$ cat config.mk
export PLATFORM = sky130hd
export DESIGN_NAME = spi_frame_sched_flat
export DESIGN_NICKNAME = d
export VERILOG_FILES = /design/src/rtl/spi_frame_pkg.sv /design/src/rtl/spi_frame_sched_if.sv /design/src/rtl/rr_arb2.sv /design/src/rtl/spi_frame_sched.sv /design/src/flat_wrapper.sv
export SDC_FILE = /design/constraint.sdc
export NUM_CORES = 1
export LEC_CHECK = 0
export CAP_MARGIN = 20
export CORE_ASPECT_RATIO = 1.1
export CORE_MARGIN = 2
export CORE_UTILIZATION = 35
export CTS_CLUSTER_DIAMETER = 30
export DETAILED_ROUTE_END_ITERATION = 10
export PLACE_DENSITY = 0.6
export REMOVE_ABC_BUFFERS = 1
export SLEW_MARGIN = 20
export SYNTH_ARGS = -nofsm -noshare
export SYNTH_HDL_FRONTEND = slang
export SYNTH_HIERARCHICAL = 1
export SYNTH_SLANG_ARGS = --single-unit
$ cat constraint.sdc
create_clock -name clk -period 1.5 [get_ports clk]
set_input_delay 0.45 -clock clk [delete_from_list [all_inputs] [get_ports clk]]
set_output_delay 0.45 -clock clk [all_outputs]
set_load 0.05 [all_outputs]
$ cat src/rtl/spi_frame_pkg.sv
// Shared defaults and the state enumeration for the SPI frame scheduler.
package spi_frame_pkg;
   localparam int unsigned FRAME_BYTES_DEF = 15;
   localparam int unsigned ADDR_W_DEF      = 4;

   typedef enum logic [1:0] {
      IDLE  = 2'd0,
      FILL  = 2'd1,
      FULL  = 2'd2,
      DRAIN = 2'd3
   } state_e;
endpackage

$ cat src/rtl/spi_frame_sched_if.sv
// Bus between the frame scheduler and its SPI receiver / buffer / consumers.
interface spi_frame_sched_if
   import spi_frame_pkg::*;
#(
   parameter int unsigned ADDR_W = ADDR_W_DEF
);
   logic              start;
   logic              byte_valid;
   logic              wr_en;
   logic [ADDR_W-1:0] wr_addr;
   logic              rd_en;
   logic [ADDR_W-1:0] rd_addr;
   logic [1:0]        req;
   logic [1:0]        gnt;
   logic              spi_cs;
   logic              frame_ready;
   logic              frame_done;
   logic              ovf;

   modport master (
      output start, byte_valid, req,
      input  wr_en, wr_addr, rd_en, rd_addr, gnt, spi_cs, frame_ready, frame_done, ovf
   );

   modport slave (
      input  start, byte_valid, req,
      output wr_en, wr_addr, rd_en, rd_addr, gnt, spi_cs, frame_ready, frame_done, ovf
   );
endinterface

$ cat src/rtl/rr_arb2.sv
// Two-requester round-robin arbiter; the grant is combinational, the
// last-winner memory advances only when update is pulsed.
module rr_arb2 (
   input  logic       clk,
   input  logic       rst,
   input  logic [1:0] req,
   input  logic       update,
   output logic [1:0] gnt
);
   // 1 when requester 1 won last, which hands the next tie to requester 0
   logic last_q;

   always_comb begin
      gnt = 2'b00;
      case (req)
         2'b01:   gnt = 2'b01;
         2'b10:   gnt = 2'b10;
         2'b11:   gnt = last_q ? 2'b01 : 2'b10;
         default: gnt = 2'b00;
      endcase
   end

   always_ff @(posedge clk) begin
      if (!rst) begin
         last_q <= 1'b1;
      end else if (update && (gnt != 2'b00)) begin
         last_q <= gnt[1];
      end
   end
endmodule

$ cat src/rtl/spi_frame_sched.sv
// Frame buffer scheduler: fills one frame from SPI bytes, then drains it
// to a single round-robin-selected consumer.
module spi_frame_sched
   import spi_frame_pkg::*;
#(
   parameter int unsigned FRAME_BYTES = FRAME_BYTES_DEF,
   parameter int unsigned ADDR_W      = ADDR_W_DEF
) (
   input logic              clk,
   input logic              rst,
   spi_frame_sched_if.slave bus
);
   localparam logic [ADDR_W-1:0] LAST_ADDR = ADDR_W'(FRAME_BYTES - 1);

   state_e            state_q, state_d;
   logic [ADDR_W-1:0] cnt_q, cnt_d;
   logic [ADDR_W-1:0] wr_addr_q, wr_addr_d;
   logic [ADDR_W-1:0] rd_addr_q, rd_addr_d;
   logic              wr_en_q, wr_en_d;
   logic              rd_en_q, rd_en_d;
   logic [1:0]        gnt_q, gnt_d;
   logic              spi_cs_q, spi_cs_d;
   logic              frame_ready_q, frame_ready_d;
   logic              frame_done_q, frame_done_d;
   logic              ovf_q, ovf_d;
   logic [1:0]        arb_gnt;
   logic              arb_update;

   rr_arb2 u_arb (
      .clk    (clk),
      .rst    (rst),
      .req    (bus.req),
      .update (arb_update),
      .gnt    (arb_gnt)
   );

   // State and registered outputs
   always_ff @(posedge clk) begin
      if (!rst) begin
         state_q       <= IDLE;
         cnt_q         <= '0;
         wr_addr_q     <= '0;
         rd_addr_q     <= '0;
         wr_en_q       <= 1'b0;
         rd_en_q       <= 1'b0;
         gnt_q         <= 2'b00;
         spi_cs_q      <= 1'b0;
         frame_ready_q <= 1'b0;
         frame_done_q  <= 1'b0;
         ovf_q         <= 1'b0;
      end else begin
         state_q       <= state_d;
         cnt_q         <= cnt_d;
         wr_addr_q     <= wr_addr_d;
         rd_addr_q     <= rd_addr_d;
         wr_en_q       <= wr_en_d;
         rd_en_q       <= rd_en_d;
         gnt_q         <= gnt_d;
         spi_cs_q      <= spi_cs_d;
         frame_ready_q <= frame_ready_d;
         frame_done_q  <= frame_done_d;
         ovf_q         <= ovf_d;
      end
   end

   // Next state and next output values; DRAIN lasts exactly as long as rd_en is high
   always_comb begin
      state_d       = state_q;
      cnt_d         = cnt_q;
      wr_addr_d     = wr_addr_q;
      rd_addr_d     = rd_addr_q;
      wr_en_d       = 1'b0;
      rd_en_d       = 1'b0;
      gnt_d         = gnt_q;
      spi_cs_d      = 1'b0;
      frame_ready_d = 1'b0;
      frame_done_d  = 1'b0;
      ovf_d         = ovf_q;
      arb_update    = 1'b0;

      case (state_q)
         IDLE: begin
            if (bus.byte_valid) ovf_d = 1'b1;
            if (bus.start) begin
               state_d  = FILL;
               cnt_d    = '0;
               spi_cs_d = 1'b1;
            end
         end
         FILL: begin
            spi_cs_d = 1'b1;
            if (bus.byte_valid) begin
               wr_en_d   = 1'b1;
               wr_addr_d = cnt_q;
               if (cnt_q == LAST_ADDR) begin
                  state_d       = FULL;
                  cnt_d         = '0;
                  spi_cs_d      = 1'b0;
                  frame_ready_d = 1'b1;
               end else begin
                  cnt_d = ADDR_W'(cnt_q + 1'b1);
               end
            end
         end
         FULL: begin
            if (bus.byte_valid) ovf_d = 1'b1;
            frame_ready_d = 1'b1;
            if (bus.req != 2'b00) begin
               state_d       = DRAIN;
               frame_ready_d = 1'b0;
               rd_en_d       = 1'b1;
               rd_addr_d     = '0;
               gnt_d         = arb_gnt;
               arb_update    = 1'b1;
            end
         end
         DRAIN: begin
            if (bus.byte_valid) ovf_d = 1'b1;
            if (rd_addr_q == LAST_ADDR) begin
               state_d      = IDLE;
               gnt_d        = 2'b00;
               frame_done_d = 1'b1;
            end else begin
               rd_en_d   = 1'b1;
               rd_addr_d = ADDR_W'(rd_addr_q + 1'b1);
            end
         end
         default: state_d = IDLE;
      endcase
   end

   assign bus.wr_en       = wr_en_q;
   assign bus.wr_addr     = wr_addr_q;
   assign bus.rd_en       = rd_en_q;
   assign bus.rd_addr     = rd_addr_q;
   assign bus.gnt         = gnt_q;
   assign bus.spi_cs      = spi_cs_q;
   assign bus.frame_ready = frame_ready_q;
   assign bus.frame_done  = frame_done_q;
   assign bus.ovf         = ovf_q;
endmodule

$ cat src/flat_wrapper.sv
// flat-port wrapper written by rule: the top's interface ports become plain ports
module spi_frame_sched_flat import spi_frame_pkg::*;
#(
   parameter int unsigned FRAME_BYTES = FRAME_BYTES_DEF,
   parameter int unsigned ADDR_W      = ADDR_W_DEF
)
  (clk, rst, bus_start, bus_byte_valid, bus_req, bus_wr_en, bus_wr_addr, bus_rd_en, bus_rd_addr, bus_gnt, bus_spi_cs, bus_frame_ready, bus_frame_done, bus_ovf);
  spi_frame_sched_if #(.ADDR_W(ADDR_W)) bus_i ();
  input logic clk;
  input logic rst;
  input wire logic [$bits(bus_i.start)-1:0] bus_start;
  input wire logic [$bits(bus_i.byte_valid)-1:0] bus_byte_valid;
  input wire logic [$bits(bus_i.req)-1:0] bus_req;
  output wire logic [$bits(bus_i.wr_en)-1:0] bus_wr_en;
  output wire logic [$bits(bus_i.wr_addr)-1:0] bus_wr_addr;
  output wire logic [$bits(bus_i.rd_en)-1:0] bus_rd_en;
  output wire logic [$bits(bus_i.rd_addr)-1:0] bus_rd_addr;
  output wire logic [$bits(bus_i.gnt)-1:0] bus_gnt;
  output wire logic [$bits(bus_i.spi_cs)-1:0] bus_spi_cs;
  output wire logic [$bits(bus_i.frame_ready)-1:0] bus_frame_ready;
  output wire logic [$bits(bus_i.frame_done)-1:0] bus_frame_done;
  output wire logic [$bits(bus_i.ovf)-1:0] bus_ovf;
  assign bus_i.start = bus_start;
  assign bus_i.byte_valid = bus_byte_valid;
  assign bus_i.req = bus_req;
  assign bus_wr_en = bus_i.wr_en;
  assign bus_wr_addr = bus_i.wr_addr;
  assign bus_rd_en = bus_i.rd_en;
  assign bus_rd_addr = bus_i.rd_addr;
  assign bus_gnt = bus_i.gnt;
  assign bus_spi_cs = bus_i.spi_cs;
  assign bus_frame_ready = bus_i.frame_ready;
  assign bus_frame_done = bus_i.frame_done;
  assign bus_ovf = bus_i.ovf;
  spi_frame_sched #(.FRAME_BYTES(FRAME_BYTES), .ADDR_W(ADDR_W)) u_core (.clk(clk), .rst(rst), .bus(bus_i));
endmodule
---- Yosys cells after proc, flatten, opt, wreduce, memory -nomap -nowiden ----
Cells that the tools add are included.
cells by class
  shifts and indexed selects .............. 0
  add/subtract/negate cells ............... 2
  div/mod/pow operators ................... 0
  reductions and logical operators ........ 15
  bitwise logic cells ..................... 0
  $mul .................................... 0
  muxes and demuxes ....................... 31
  magnitude comparators ................... 0
  eq/ne operators ......................... 14
operator list
  kind                   number
  $mux W4                5
  $pmux W4 S2            2
  $mux W2                7
  $mux W1                11
  $reduce_and A3 Y1      3
  $add A4 B1 Y4 const B  2
  $eq A2 B2 Y1 const B   4
  $eq A4 B4 Y1 const B   2
  $pmux W2 S4            1
  $reduce_and A2 Y1      4
  $reduce_bool A2 Y1     4
  $ne A2 B1 Y1 const B   3
  $ne A2 B2 Y1 const B   3
  $pmux W1 S2            3
  $pmux W2 S3            1
  $reduce_and A5 Y1      1
  $eq A2 B1 Y1 const B   2
  $pmux W2 S2            1
  $reduce_or A3 Y1       1
  $logic_not A2 Y1       1
  $logic_and A1 B1 Y1    1
word-level totals
  logic and storage cells ................. 74
  output and inout port bits .............. 16
  memory bits (read-only) ................. 0
  memories ................................ 0
  register bits after elaboration ......... 23
  bits in writable memories ............... 0
  input port bits ......................... 6
  bits in latches ......................... 0

---- Depth between registers and ports, before layout ----
  depth after elaboration ................. 4
  depth in mapped cells ................... 7
  depth with buffers taken out ............ 6

---- Hierarchy ----
The synthesis kept the hierarchy.
by module, submodules not included
  module           area each (um2)  seq. area each (um2)  cells each  instances
  spi_frame_sched  1064.8           440.4                 122         1
  rr_arb2          58.8             20.0                  7           1

---- Worst setup path before layout ----
Ideal clock, no wire load.
  path type ............................... reg2reg
  start point ............................. reg u_core.rd_addr_q[1], in the netlist u_core/bus.rd_addr[1]
  end point ............................... reg u_core.gnt_q[0], in the netlist u_core/bus.gnt[0]
  stages on the path, launching flop included .. 6
  buffers on the path ..................... 0
  period minus slack after synthesis ...... 1.774 ns
  data required time ...................... 1.371 ns
  library setup time ...................... 0.129 ns
  slack ................................... -0.274 ns
  arrival ................................. 1.645 ns
  path through ............................ dfxtp_1 -> ha_1 -> nand3_1 -> a211oi_2 -> mux2i_1 -> nor2_1
between the ends
  word-level cells in the longest chain between the ends .. 3
RTL lines
  item                                RTL line                text
  from (decl)                         spi_frame_sched.sv:18   logic [ADDR_W-1:0] rd_addr_q, rd_addr_d;
  from (signal assigned)              spi_frame_sched.sv:55   rd_addr_q <= rd_addr_d;
  $eq A4 B4 Y1                        spi_frame_sched.sv:119  if (rd_addr_q == LAST_ADDR) begin
  $ne A2 B1 Y1 (no source line)       n/a
  $reduce_and A3 Y1 (no source line)  n/a
  to (signal assigned)                spi_frame_sched.sv:58   gnt_q <= gnt_d;
  to (decl)                           spi_frame_sched.sv:21   logic [1:0] gnt_q, gnt_d;
No other way between the ends.
A chain may end at the register's enable or synchronous reset.

---- Worst setup path in the final report ----
  start point ............................. reg u_core.state_q[1]
  end point ............................... reg u_core.rd_addr_q[3], in the netlist u_core/bus.rd_addr[3]
between the ends
  word-level cells in the longest chain between the ends .. 3
  elaborated cells between the ends (all ways) .. 7
  classes of those cells .................. eq/ne: 4; mux: 1; reduce/logical: 2
RTL lines
  item                                                         RTL line               text
  from (decl)                                                  spi_frame_sched.sv:15  state_e state_q, state_d;
  from (signal assigned)                                       spi_frame_sched.sv:52  state_q <= state_d;
  $eq A2 B2 Y1                                                 spi_frame_sched.sv:81  case (state_q)
  $ne A2 B2 Y1 (no source line), or another cell as far along  n/a
  $reduce_and A3 Y1 (no source line)                           n/a
Several ways; a longest one is shown, not always the timed one.

==> run summary <==
Library cells used by synthesis: 33
Max_cap viols: 0
Top Ports: 22
Initial antenna violation count: 0
DR pass1 iterations: 4
Layout Nets: 191
H-tree levels: 1
#FFs+latches synth: 23
Gr usage total: 0.1495
Vias/cell: 5.144
Die height: 63.43 um
CTS Sinks: 23
Static Leak: 0.7591 nW
Worst Skew: 0.005839 ns
Worst VDD drop: 0.0007362 V
Max_slew headroom: 0.8470
TNS Setup: 0 ns
Placed Area: 0.001675 sq mm
Final setup fails: 0
N_diodes: 0
CP max stage delay: 0.39 ns
Later-pin clock latency in the skew report: 0.31 ns
Fin. Hold Viols: 0
RSZ-0062 raised after global routing: true
Routability congestion estimate from global placement: 0.7351
Area growth from synthesis to layout: 66.93%
Slowest cell on crit path: dfxtp_4
Clk slew on worst S/H paths: 0.13 ns
GRT overflow: 0
Share of layout cells above drive strength 1: 0.3771
Power per cell area: 1285 mW/mm^2
Reg-to-reg slack, setup: 0.04 ns
Critical Path Source Type: flop
CP top delay family: flip-flops
Crit path from: u_core/state_q[1]$_SDFFE_PN0P_
Worst Path Buf+Inv: 2
Worst Setup End Kind: flop
CTS tree: yes
Critical path endpoint: u_core/bus.rd_addr[3]$_SDFFE_PN0P_
DRC errors left: 0
Fin crit share: 0.9713
Instance count on the critical path: 7
Post-route ant nets: 0
Crit path cell chain: buf_4 -> ha_4 -> buf_6 -> nand4_1 -> o211ai_4 -> nand2_2 -> a31oi_2
DRT iter0 DRCs: 21
Worst Reg-to-Reg Cells: 7
Seq/Total Area, Yosys: 0.4098
CTS buffer count: 3
DR WL/cell: 12.86 um
Buffer depth of the longest clock path: 2
Vias in the first global route: 1085
Commonest cells after routing, fill and taps aside: buf_4, dfxtp_1, buf_12
CP Class: flop to flop
Met1 usage: 0.1671
Cells after Synth: 129
Mapped cell area: 0.001124 sq mm
Worst-path maximum fanout: 6
WP data required: 1.75 ns
Total die area: 0.003680 sq mm
Routed via count: 1075
First-pass GRT wire length: 4319 um
Largest net degree at the start of global routing: 16
Met2 Usage GRT: 0.2727
Hold buffer count at CTS: 0
Drt total wl: 2687 um
Final Non-Filler Cells: 209
Total core area: 0.003048 sq mm
Slew of the pin with the lowest slew margin: 0.2287 ns
Dpl cells: 201
Yosys warnings: 6
Commonest non-fill, non-tap cell in the layout: buf_4
Slew Viols, Final: 0
Post-DP HPWL: 1892 um
Number of port buffers: 21
Final min period: 1.457 ns
Initial Utilization: 0.3686
Busiest grt layer: met2
Mapped Avg Cell Area: 8.710 sq um
Reg2Reg Capture Point: u_core/bus.rd_addr[3]$_SDFFE_PN0P_
Worst R2R Start: u_core/state_q[1]$_SDFFE_PN0P_
Filler cell count: 247
Root Buffer: clkbuf_4
GR Util met3: 0.01848
Finished Cell Area: 0.001876 sq mm
Std-Cell Rows: 21
Max Fclk: 0.6863 GHz
Status: finished clean
Hold WC Path Type: flop to flop
Die extent in x: 58.02 um
Arr. time, crit path: 1.70 ns
-- sequential cells by signal, summed over array words and instances (netlist names) --
name / count
u_core/bus.rd_en: 1
u_core/bus.frame_ready: 1
u_core/bus.gnt: 2
u_core/bus.wr_en: 1
u_core/cnt_q: 4
u_core/bus.frame_done: 1
u_core/state_q: 2
u_core/bus.rd_addr: 4
u_core/u_arb/last_q: 1
u_core/bus.spi_cs: 1
u_core/bus.ovf: 1
u_core/bus.wr_addr: 4
-- final cells by class --
class / instances / area (sq um) / area share
Inverter: 8 / 32.53 / 0.01734
Clock buffer: 4 / 26.28 / 0.01401
Multi-Input combinational cell: 94 / 723.2 / 0.3856
Sequential cell: 23 / 467.9 / 0.2495
Tap cell: 34 / 42.54 / 0.02268
Timing Repair Buffer: 46 / 583.1 / 0.3109
-- tightest hold or removal path, stage by stage, from the launching register on --
cell     delay (ns)
dfxtp_1        0.35
nand2_1        0.06
a21oi_1        0.05
-- per-layer routing --
metal  routed length, um  up-vias
met5                   0        -
met4                  52        0
met3                  99        4
met2                1473       22
met1                1061      514
li1                    -      535
-- power breakdown --
| part | switching [mW] | internal [mW] | leakage, nW |
|---|---|---|---|
| Clock | 0.186 | 0.104 | 0.0150 |
| Combinational | 0.644 | 0.675 | 0.555 |
| Sequential | 0.0905 | 0.711 | 0.189 |
-- through the flow --
stage	power, mW	util	hold slack, ns	worst slack [ns]
4_1_cts	2.163	0.5661	0.5045	0.0001462
5_1_grt	2.561	0.6154	0.5225	-0.01940
3_3_place_gp	1.817	0.5497	0.4845	-0.3536
6_report	2.410	0.6154	0.5019	0.04301
2_1_floorplan	1.387	-	0.4645	-0.2765
3_5_place_dp	1.841	0.5497	0.4867	-0.4075
-- what timing repair did --
action,in CTS,in global routing
setup endpoints to repair,10,12
resized for setup,7,24
setup buffers,0,4
cloned,0,0
pin swaps,1,12
-- synth_stat cells (all sizes together) --
library cell  number  share of area
nand4b             1         0.0078
xnor2              3          0.023
or3                1         0.0056
o211ai             1          0.011
o21ai              3          0.017
mux2i              5          0.045
nand2             13          0.046
a22oi              1         0.0067
nor3b              2          0.013
a31oi              1          0.011
nor2b              4          0.022
a211oi             2          0.018
o21a               1         0.0067
a21o               1         0.0067
a21oi             12          0.057
clkbuf             1         0.0033
nand4              3          0.017
nand2b             1         0.0056
nor3               1         0.0045
a21boi             2          0.013
buf                3          0.013
inv                8          0.027
ha                 9           0.10
or3b               1         0.0078
and3               2          0.011
nor2              14          0.047
dfxtp             23           0.41
nand3             10          0.045
-- cell families (layout without fill, tap and decap cells) --
| kind of cell | after synthesis | count (layout) | share of synthesized area |
|---|---|---|---|
| multiplexers | 5 | 5 | 0.04455 |
| buffers and inverters | 12 | 58 | 0.04342 |
| XOR/XNOR | 3 | 3 | 0.02339 |
| AO/OA/AOI/OAI | 24 | 24 | 0.1470 |
| AND/OR/NAND/NOR | 53 | 53 | 0.2316 |
| adder cells (fa/ha/maj) | 9 | 9 | 0.1002 |
| flip-flops | 23 | 23 | 0.4098 |
-- how the worst min path moves through the flow --
stage | start | endpoint | slack (ns) | cells after the start
floorplan | u_core/cnt_q[3]$_SDFFE_PN0P_ | u_core/bus.wr_addr[3]$_SDFFE_PN0P_ | 0.46 | 2
global placement | u_core/bus.wr_addr[2]$_SDFFE_PN0P_ | u_core/bus.wr_addr[2]$_SDFFE_PN0P_ | 0.48 | 2
detailed placement | u_core/bus.wr_addr[1]$_SDFFE_PN0P_ | u_core/bus.wr_addr[1]$_SDFFE_PN0P_ | 0.49 | 2
CTS | u_core/bus.wr_addr[1]$_SDFFE_PN0P_ | u_core/bus.wr_addr[1]$_SDFFE_PN0P_ | 0.50 | 2
global route | u_core/bus.wr_addr[1]$_SDFFE_PN0P_ | u_core/bus.wr_addr[1]$_SDFFE_PN0P_ | 0.52 | 2
finish | u_core/bus.wr_addr[1]$_SDFFE_PN0P_ | u_core/bus.wr_addr[1]$_SDFFE_PN0P_ | 0.50 | 2
Note: power is estimated with default switching activity, not from simulation.
